==> src/rtl/i2c_slave_rx_sequencer.sv <==
// Slave-side I2C receive sequencer: address decode, ACK requests, byte delivery.
// Define I2C_GENERAL_CALL_EN to also accept the general-call address 8'h00.
module i2c_slave_rx_sequencer #(
  parameter logic [6:0] SLV_ADDR  = 7'h50,
  parameter logic [7:0] MAX_BYTES = 8'd0
) (
  input  logic       clk,
  input  logic       rst,
  input  logic       enable,
  input  logic       scl_i,
  output logic       rd_en,
  output logic       rd_is_byte,
  input  logic       rd_ld,
  input  logic       rd_data,
  input  logic       rd_get_start,
  input  logic       rd_get_stop,
  input  logic       rd_bus_err,
  input  logic       rd_finish,
  output logic       ack_req,
  output logic       ack_val,
  input  logic       ack_done,
  output logic       tx_req,
  input  logic       tx_done,
  output logic [7:0] rx_data,
  output logic       rx_valid,
  input  logic       rx_ready,
  output logic       busy,
  output logic       stop_o,
  output logic       err_o,
  output logic [7:0] byte_cnt
);

  typedef enum logic [2:0] {
    IDLE,
    SYNC,
    ADDR,
    ADDR_ACK,
    DATA,
    DATA_ACK,
    TX,
    WAIT_STOP
  } state_t;

  state_t     state;
  state_t     state_nx;
  logic [7:0] sr;
  logic       rw_q;
  logic       en_q;
  logic       in_rx;
  logic       quiet;
  logic       addr_hit;
  logic       overrun;
  logic       fin_addr;
  logic       fin_data;
  logic       accept;
  logic       enter_rx;
  logic [7:0] cnt_inc;

  assign in_rx = (state == ADDR) ||
                 (state == DATA);
  assign quiet = enable && !rd_get_stop &&
                 !rd_get_start && !rd_bus_err;

`ifdef I2C_GENERAL_CALL_EN
  assign addr_hit = (sr[7:1] == SLV_ADDR) ||
                    (sr == 8'h00);
`else
  assign addr_hit = (sr[7:1] == SLV_ADDR);
`endif

  assign overrun  = rx_valid && !rx_ready;
  assign fin_addr = quiet && rd_finish &&
                    (state == ADDR);
  assign fin_data = quiet && rd_finish &&
                    (state == DATA);
  assign accept   = fin_data && !overrun;
  assign cnt_inc  = (byte_cnt == 8'hFF) ?
                    8'hFF : byte_cnt + 8'd1;
  assign enter_rx = (state_nx != state) &&
                    ((state_nx == ADDR) ||
                     (state_nx == DATA));

  always_ff @(posedge clk) begin
    if (rst) state <= IDLE;
    else     state <= state_nx;
  end

  always_comb begin
    state_nx = state;
    if (!enable) begin
      state_nx = IDLE;
    end else if (rd_get_stop) begin
      state_nx = IDLE;
    end else if (rd_get_start) begin
      state_nx = SYNC;
    end else if (rd_bus_err && in_rx) begin
      state_nx = IDLE;
    end else begin
      unique case (state)
        SYNC:
          if (!scl_i) state_nx = ADDR;
        ADDR:
          if (rd_finish)
            state_nx = addr_hit ?
                       ADDR_ACK : WAIT_STOP;
        ADDR_ACK:
          if (ack_done)
            state_nx = rw_q ? TX : DATA;
        DATA:
          if (rd_finish) state_nx = DATA_ACK;
        DATA_ACK:
          if (ack_done)
            state_nx = ack_val ?
                       WAIT_STOP : DATA;
        TX:
          if (tx_done) state_nx = WAIT_STOP;
        default:
          state_nx = state;
      endcase
    end
  end

  always_ff @(posedge clk) begin
    if (rst) begin
      en_q     <= 1'b0;
      sr       <= 8'h00;
      rw_q     <= 1'b0;
      ack_val  <= 1'b0;
      rx_data  <= 8'h00;
      rx_valid <= 1'b0;
      byte_cnt <= 8'h00;
      stop_o   <= 1'b0;
      err_o    <= 1'b0;
    end else begin
      en_q   <= enable;
      stop_o <= enable && rd_get_stop &&
                (state != IDLE) &&
                (state != WAIT_STOP);
      err_o  <= (quiet && (rd_bus_err || 1'b0)) ||
                (enable && !rd_get_stop &&
                 !rd_get_start && rd_bus_err &&
                 in_rx) ||
                (fin_data && overrun);

      if (enter_rx)   sr <= 8'h00;
      else if (rd_ld) sr <= {sr[6:0], rd_data};

      if (fin_addr && addr_hit) begin
        ack_val  <= 1'b0;
        rw_q     <= sr[0];
        byte_cnt <= 8'h00;
      end else if (fin_data) begin
        ack_val <= overrun ||
                   ((MAX_BYTES != 8'd0) &&
                    (cnt_inc == MAX_BYTES));
      end

      // A new byte wins over the handshake clearing the old one.
      if (accept) begin
        rx_data  <= sr;
        rx_valid <= 1'b1;
        byte_cnt <= cnt_inc;
      end else if (rx_valid && rx_ready) begin
        rx_valid <= 1'b0;
      end
    end
  end

  always_comb begin
    rd_en = 1'b0;
    unique case (1'b1)
      state == IDLE:
        rd_en = en_q;
      state == ADDR,
      state == DATA,
      state == WAIT_STOP:
        rd_en = 1'b1;
      default:
        rd_en = 1'b0;
    endcase
  end

  assign rd_is_byte = 1'b1;
  assign ack_req    = (state == ADDR_ACK) ||
                      (state == DATA_ACK);
  assign tx_req     = (state == TX);
  assign busy       = (state != IDLE);

endmodule

==> config.mk <==
export PLATFORM = sky130hd
export DESIGN_NAME = i2c_slave_rx_sequencer
export DESIGN_NICKNAME = d
export VERILOG_FILES = /design/src/rtl/i2c_slave_rx_sequencer.sv
export SDC_FILE = /design/constraint.sdc
export NUM_CORES = 1
export LEC_CHECK = 0
export ABC_AREA = 0
export ABC_CLOCK_PERIOD_IN_PS = 4350
export BUFFER_PORTS_ARGS = -buffer_cell sky130_fd_sc_hd__buf_4
export CORE_UTILIZATION = 34
export DETAILED_ROUTE_END_ITERATION = 16
export PLACE_DENSITY = 0.62
export SLEW_MARGIN = 5
export SYNTH_ARGS = -nofsm -noshare
export SYNTH_HDL_FRONTEND = slang
export SYNTH_SLANG_ARGS = --single-unit
export TNS_END_PERCENT = 20
==> constraint.sdc <==
create_clock -name clk -period 4.35 [get_ports clk]
set_clock_uncertainty 0.15 [all_clocks]
set_input_delay 0 -clock clk [delete_from_list [all_inputs] [get_ports clk]]
set_output_delay 0 -clock clk [all_outputs]
set_load 0.02 [all_outputs]
==> impl_metrics.toml <==
[layout]
n_antenna_cell = 0
ff_latch_area_um2 = 660.6
nets = 256
multiInputGateArea_um2 = 939.7
drive_gt1_share_pct = 20.16
final_cells = 310
syn_to_final_growth_pct = 29.47
utilization_pct = 45.85
fillers = 465

[detailed_routing]
drt-initial-drc-count = 88
routedWlPerCell_um = 12.84
firstDrtPassIters = 4
ant_nets = 0
drc_errors = 0
num_vias = 1583
via_per_inst = 5.106
drt_wl_total_um = 3980

[synth]
ys_seq_area_share_pct = 39.49
syn_inst = 201
synth_cell_type_count = 52
async_flop_share_pct = 0
ys_seq_elements = 33
postSynthAreaPerCell_um2 = 8.323
synth_warnings = 0
synth_edf_count = 0
ys.flop_type = "dfxtp_1"
synth_fp_nets = 215
syn_area_mm2 = 0.001673

[min_path]
min_from = "ack_done"
holdPathStages = 4
min_path_type = "in2reg"
worstHoldEndpoint = "state[2]"

[setup_path]
rr_startpoint = "state[2]"
cp-start-kind = "register"
cp_max_fo = 20
r2r-end = "sr[0]"
worst_r2r_path_depth = 6
regToRegSetupSlack_ns = 1.50
crit_required_ns = 4.38
crit_type = "reg2reg"
cp.arrival_ns = 2.88
crit_start = "state[2]"
cp-end-kind = "register"

[sta]
clock.fmax_ghz = 0.3504
hold_violations = 0
worst_pin_slew_ns = 0.8163
finalSetupViolations = 0
rsz0062_at_grt = "no"
layout_min_cycle_time_ns = 2.854
max_slew_margin_pct = 45.17
min_period_over_period_pct = 65.60
fin_ws_ns = 1.496
setup_tns_ns = 0
finalMaxSlewViolations = 0

[job]
maxCapViolCount = 0

[cts]
clk_latency_ns = 0.29
cts_root_buf = "clkbuf_8"
clk_pin_slew_ns = 0.07
cts_tree = "yes"
hold_buffers = 11
postCtsResizedCells = 0
cts.sinks = 33
cts_buffer_depth = 2
htree_levels = 2
cts_setup_buffers = 0
cts-buffers-inserted = 5

[floorplanning]
dieWidth_um = 72.15
core_mm2 = 0.004723
row_count = 25
io_pins = 38
die_area_mm2 = 0.005205
start_util_pct = 35.42
fp.dieH_um = 72.15

[place]
post-place-ws_ns = 1.864
dp_hpwl_um = 2644
routabilityCongestion = 0.7719
dp.cells = 291
portBuffers = 36

[global_route]
grt.overflow.total = 0
grt_pass1_wl_um = 6927
antenna_found_initial = 0
first_global_vias = 1509
grt_usage_pct = 16.84
grt_start_max_net_pins = 33

[pwr]
power.density_mw_per_mm2 = 264.5
p_leak_nw = 0.7986
ir_drop_mv = 0.1346

[run_status]
status = "completed"
## kinds of logic (layout without fill, tap and decap cells)
logic type,Yosys count,after routing,share of synthesized area (%)
DFF,33,33,39.49
adders and majority gates,1,1,0.7478
other,1,1,0.2242
xor gates and xnor gates,1,1,0.5237
muxes,10,10,6.059
and+or+nand+nor,82,82,27.08
buffers and inverters,17,59,4.338
AOI/OAI and AO/OA,56,56,21.54
## final cells by class
class | count | area share [%]
clock buffers | 5 | 3.177
clock inverters | 3 | 0.8088
inverters | 4 | 0.6932
multi-input cells | 151 | 43.39
flip-flops and latches | 33 | 30.50
well taps | 67 | 3.871
repair buffers | 47 | 17.56
## synthesized netlist by cell type (2+ instances only)
library cell | n | share of area [%]
nor3b_1 | 4 | 1.8
nor2_1 | 15 | 3.4
o211ai_1 | 2 | 0.90
nand3b_1 | 2 | 0.90
buf_2 | 4 | 1.2
mux2i_1 | 9 | 5.4
clkbuf_1 | 7 | 1.6
or3b_1 | 2 | 1.0
or3_1 | 2 | 0.75
inv_1 | 4 | 0.90
nand2_1 | 25 | 5.6
a211oi_1 | 9 | 4.0
a21oi_1 | 22 | 6.6
and2_1 | 2 | 0.75
dfxtp_1 | 33 | 39
nor2b_1 | 4 | 1.5
o21ai_1 | 3 | 0.90
nor3_1 | 4 | 1.2
nand2b_1 | 5 | 1.9
and3_1 | 2 | 0.75
o21ai_0 | 6 | 1.8
nand3_1 | 4 | 1.2
a31oi_1 | 2 | 0.75
## critical path, cell delays in order, from the launching register on
cell	delay, ns
dfxtp_1	0.71
mux2_2	0.40
o211ai_1	0.16
o311ai_0	0.18
o2111ai_1	0.40
a211oi_1	0.15
dlygate4sd3_1	0.59
## sequential cells by signal (all words and copies together), names as in the netlist
register / count
err_o: 1
state: 3
rx_data: 8
byte_cnt: 8
rx_valid: 1
en_q: 1
sr: 8
stop_o: 1
rw_q: 1
ack_val: 1
## layer usage
layer,global-route usage [%],vias to the layer above,part of all wire [%]
met5,0,-,0
met4,7.190,0,1.6
met3,4.028,7,3.5
met2,27.52,27,47
met1,21.19,740,48
li1,-,809,-
## how the worst max path moves through the flow
stage	slack, ns	end	depth (start not counted)
3_3_place_gp	1.92	byte_cnt[3]	5
5_1_grt	1.29	sr[0]	6
3_5_place_dp	1.86	byte_cnt[4]	5
2_1_floorplan	2.35	byte_cnt[4]	6
4_1_cts	1.52	sr[0]	6
6_report	1.50	sr[0]	6
## where the power goes
group          total (W)  switching, W  internal (W)
clock network   0.000225      0.000115      0.000110
logic          0.0000416     0.0000209     0.0000207
registers       0.000306    0.00000240      0.000304
## layout by cell type, fill, tap and decap left out, drive strengths merged, types with 5 or more instances in the layout
master	Yosys	final
a211oi	9	9
a21oi	22	22
buf	6	36
clkbuf	7	5
dfxtp	33	33
dlygate4sd3	0	11
mux2i	9	9
nand2	25	25
nand2b	5	5
nor2	15	15
o21ai	9	9
## metrics by stage
stage	hold WS [ns]	power, W	cell area [um2]
final	0.06056	0.0005728	2166
after global routing	0.1155	0.0005993	2166
after CTS	0.05731	0.0005839	2166
after detailed placement	0.1333	0.0003481	1969
after global placement	0.1356	0.0003480	1969
after floorplan	-0.07400	0.0003330	1673
(Power assumes the default switching activity.)
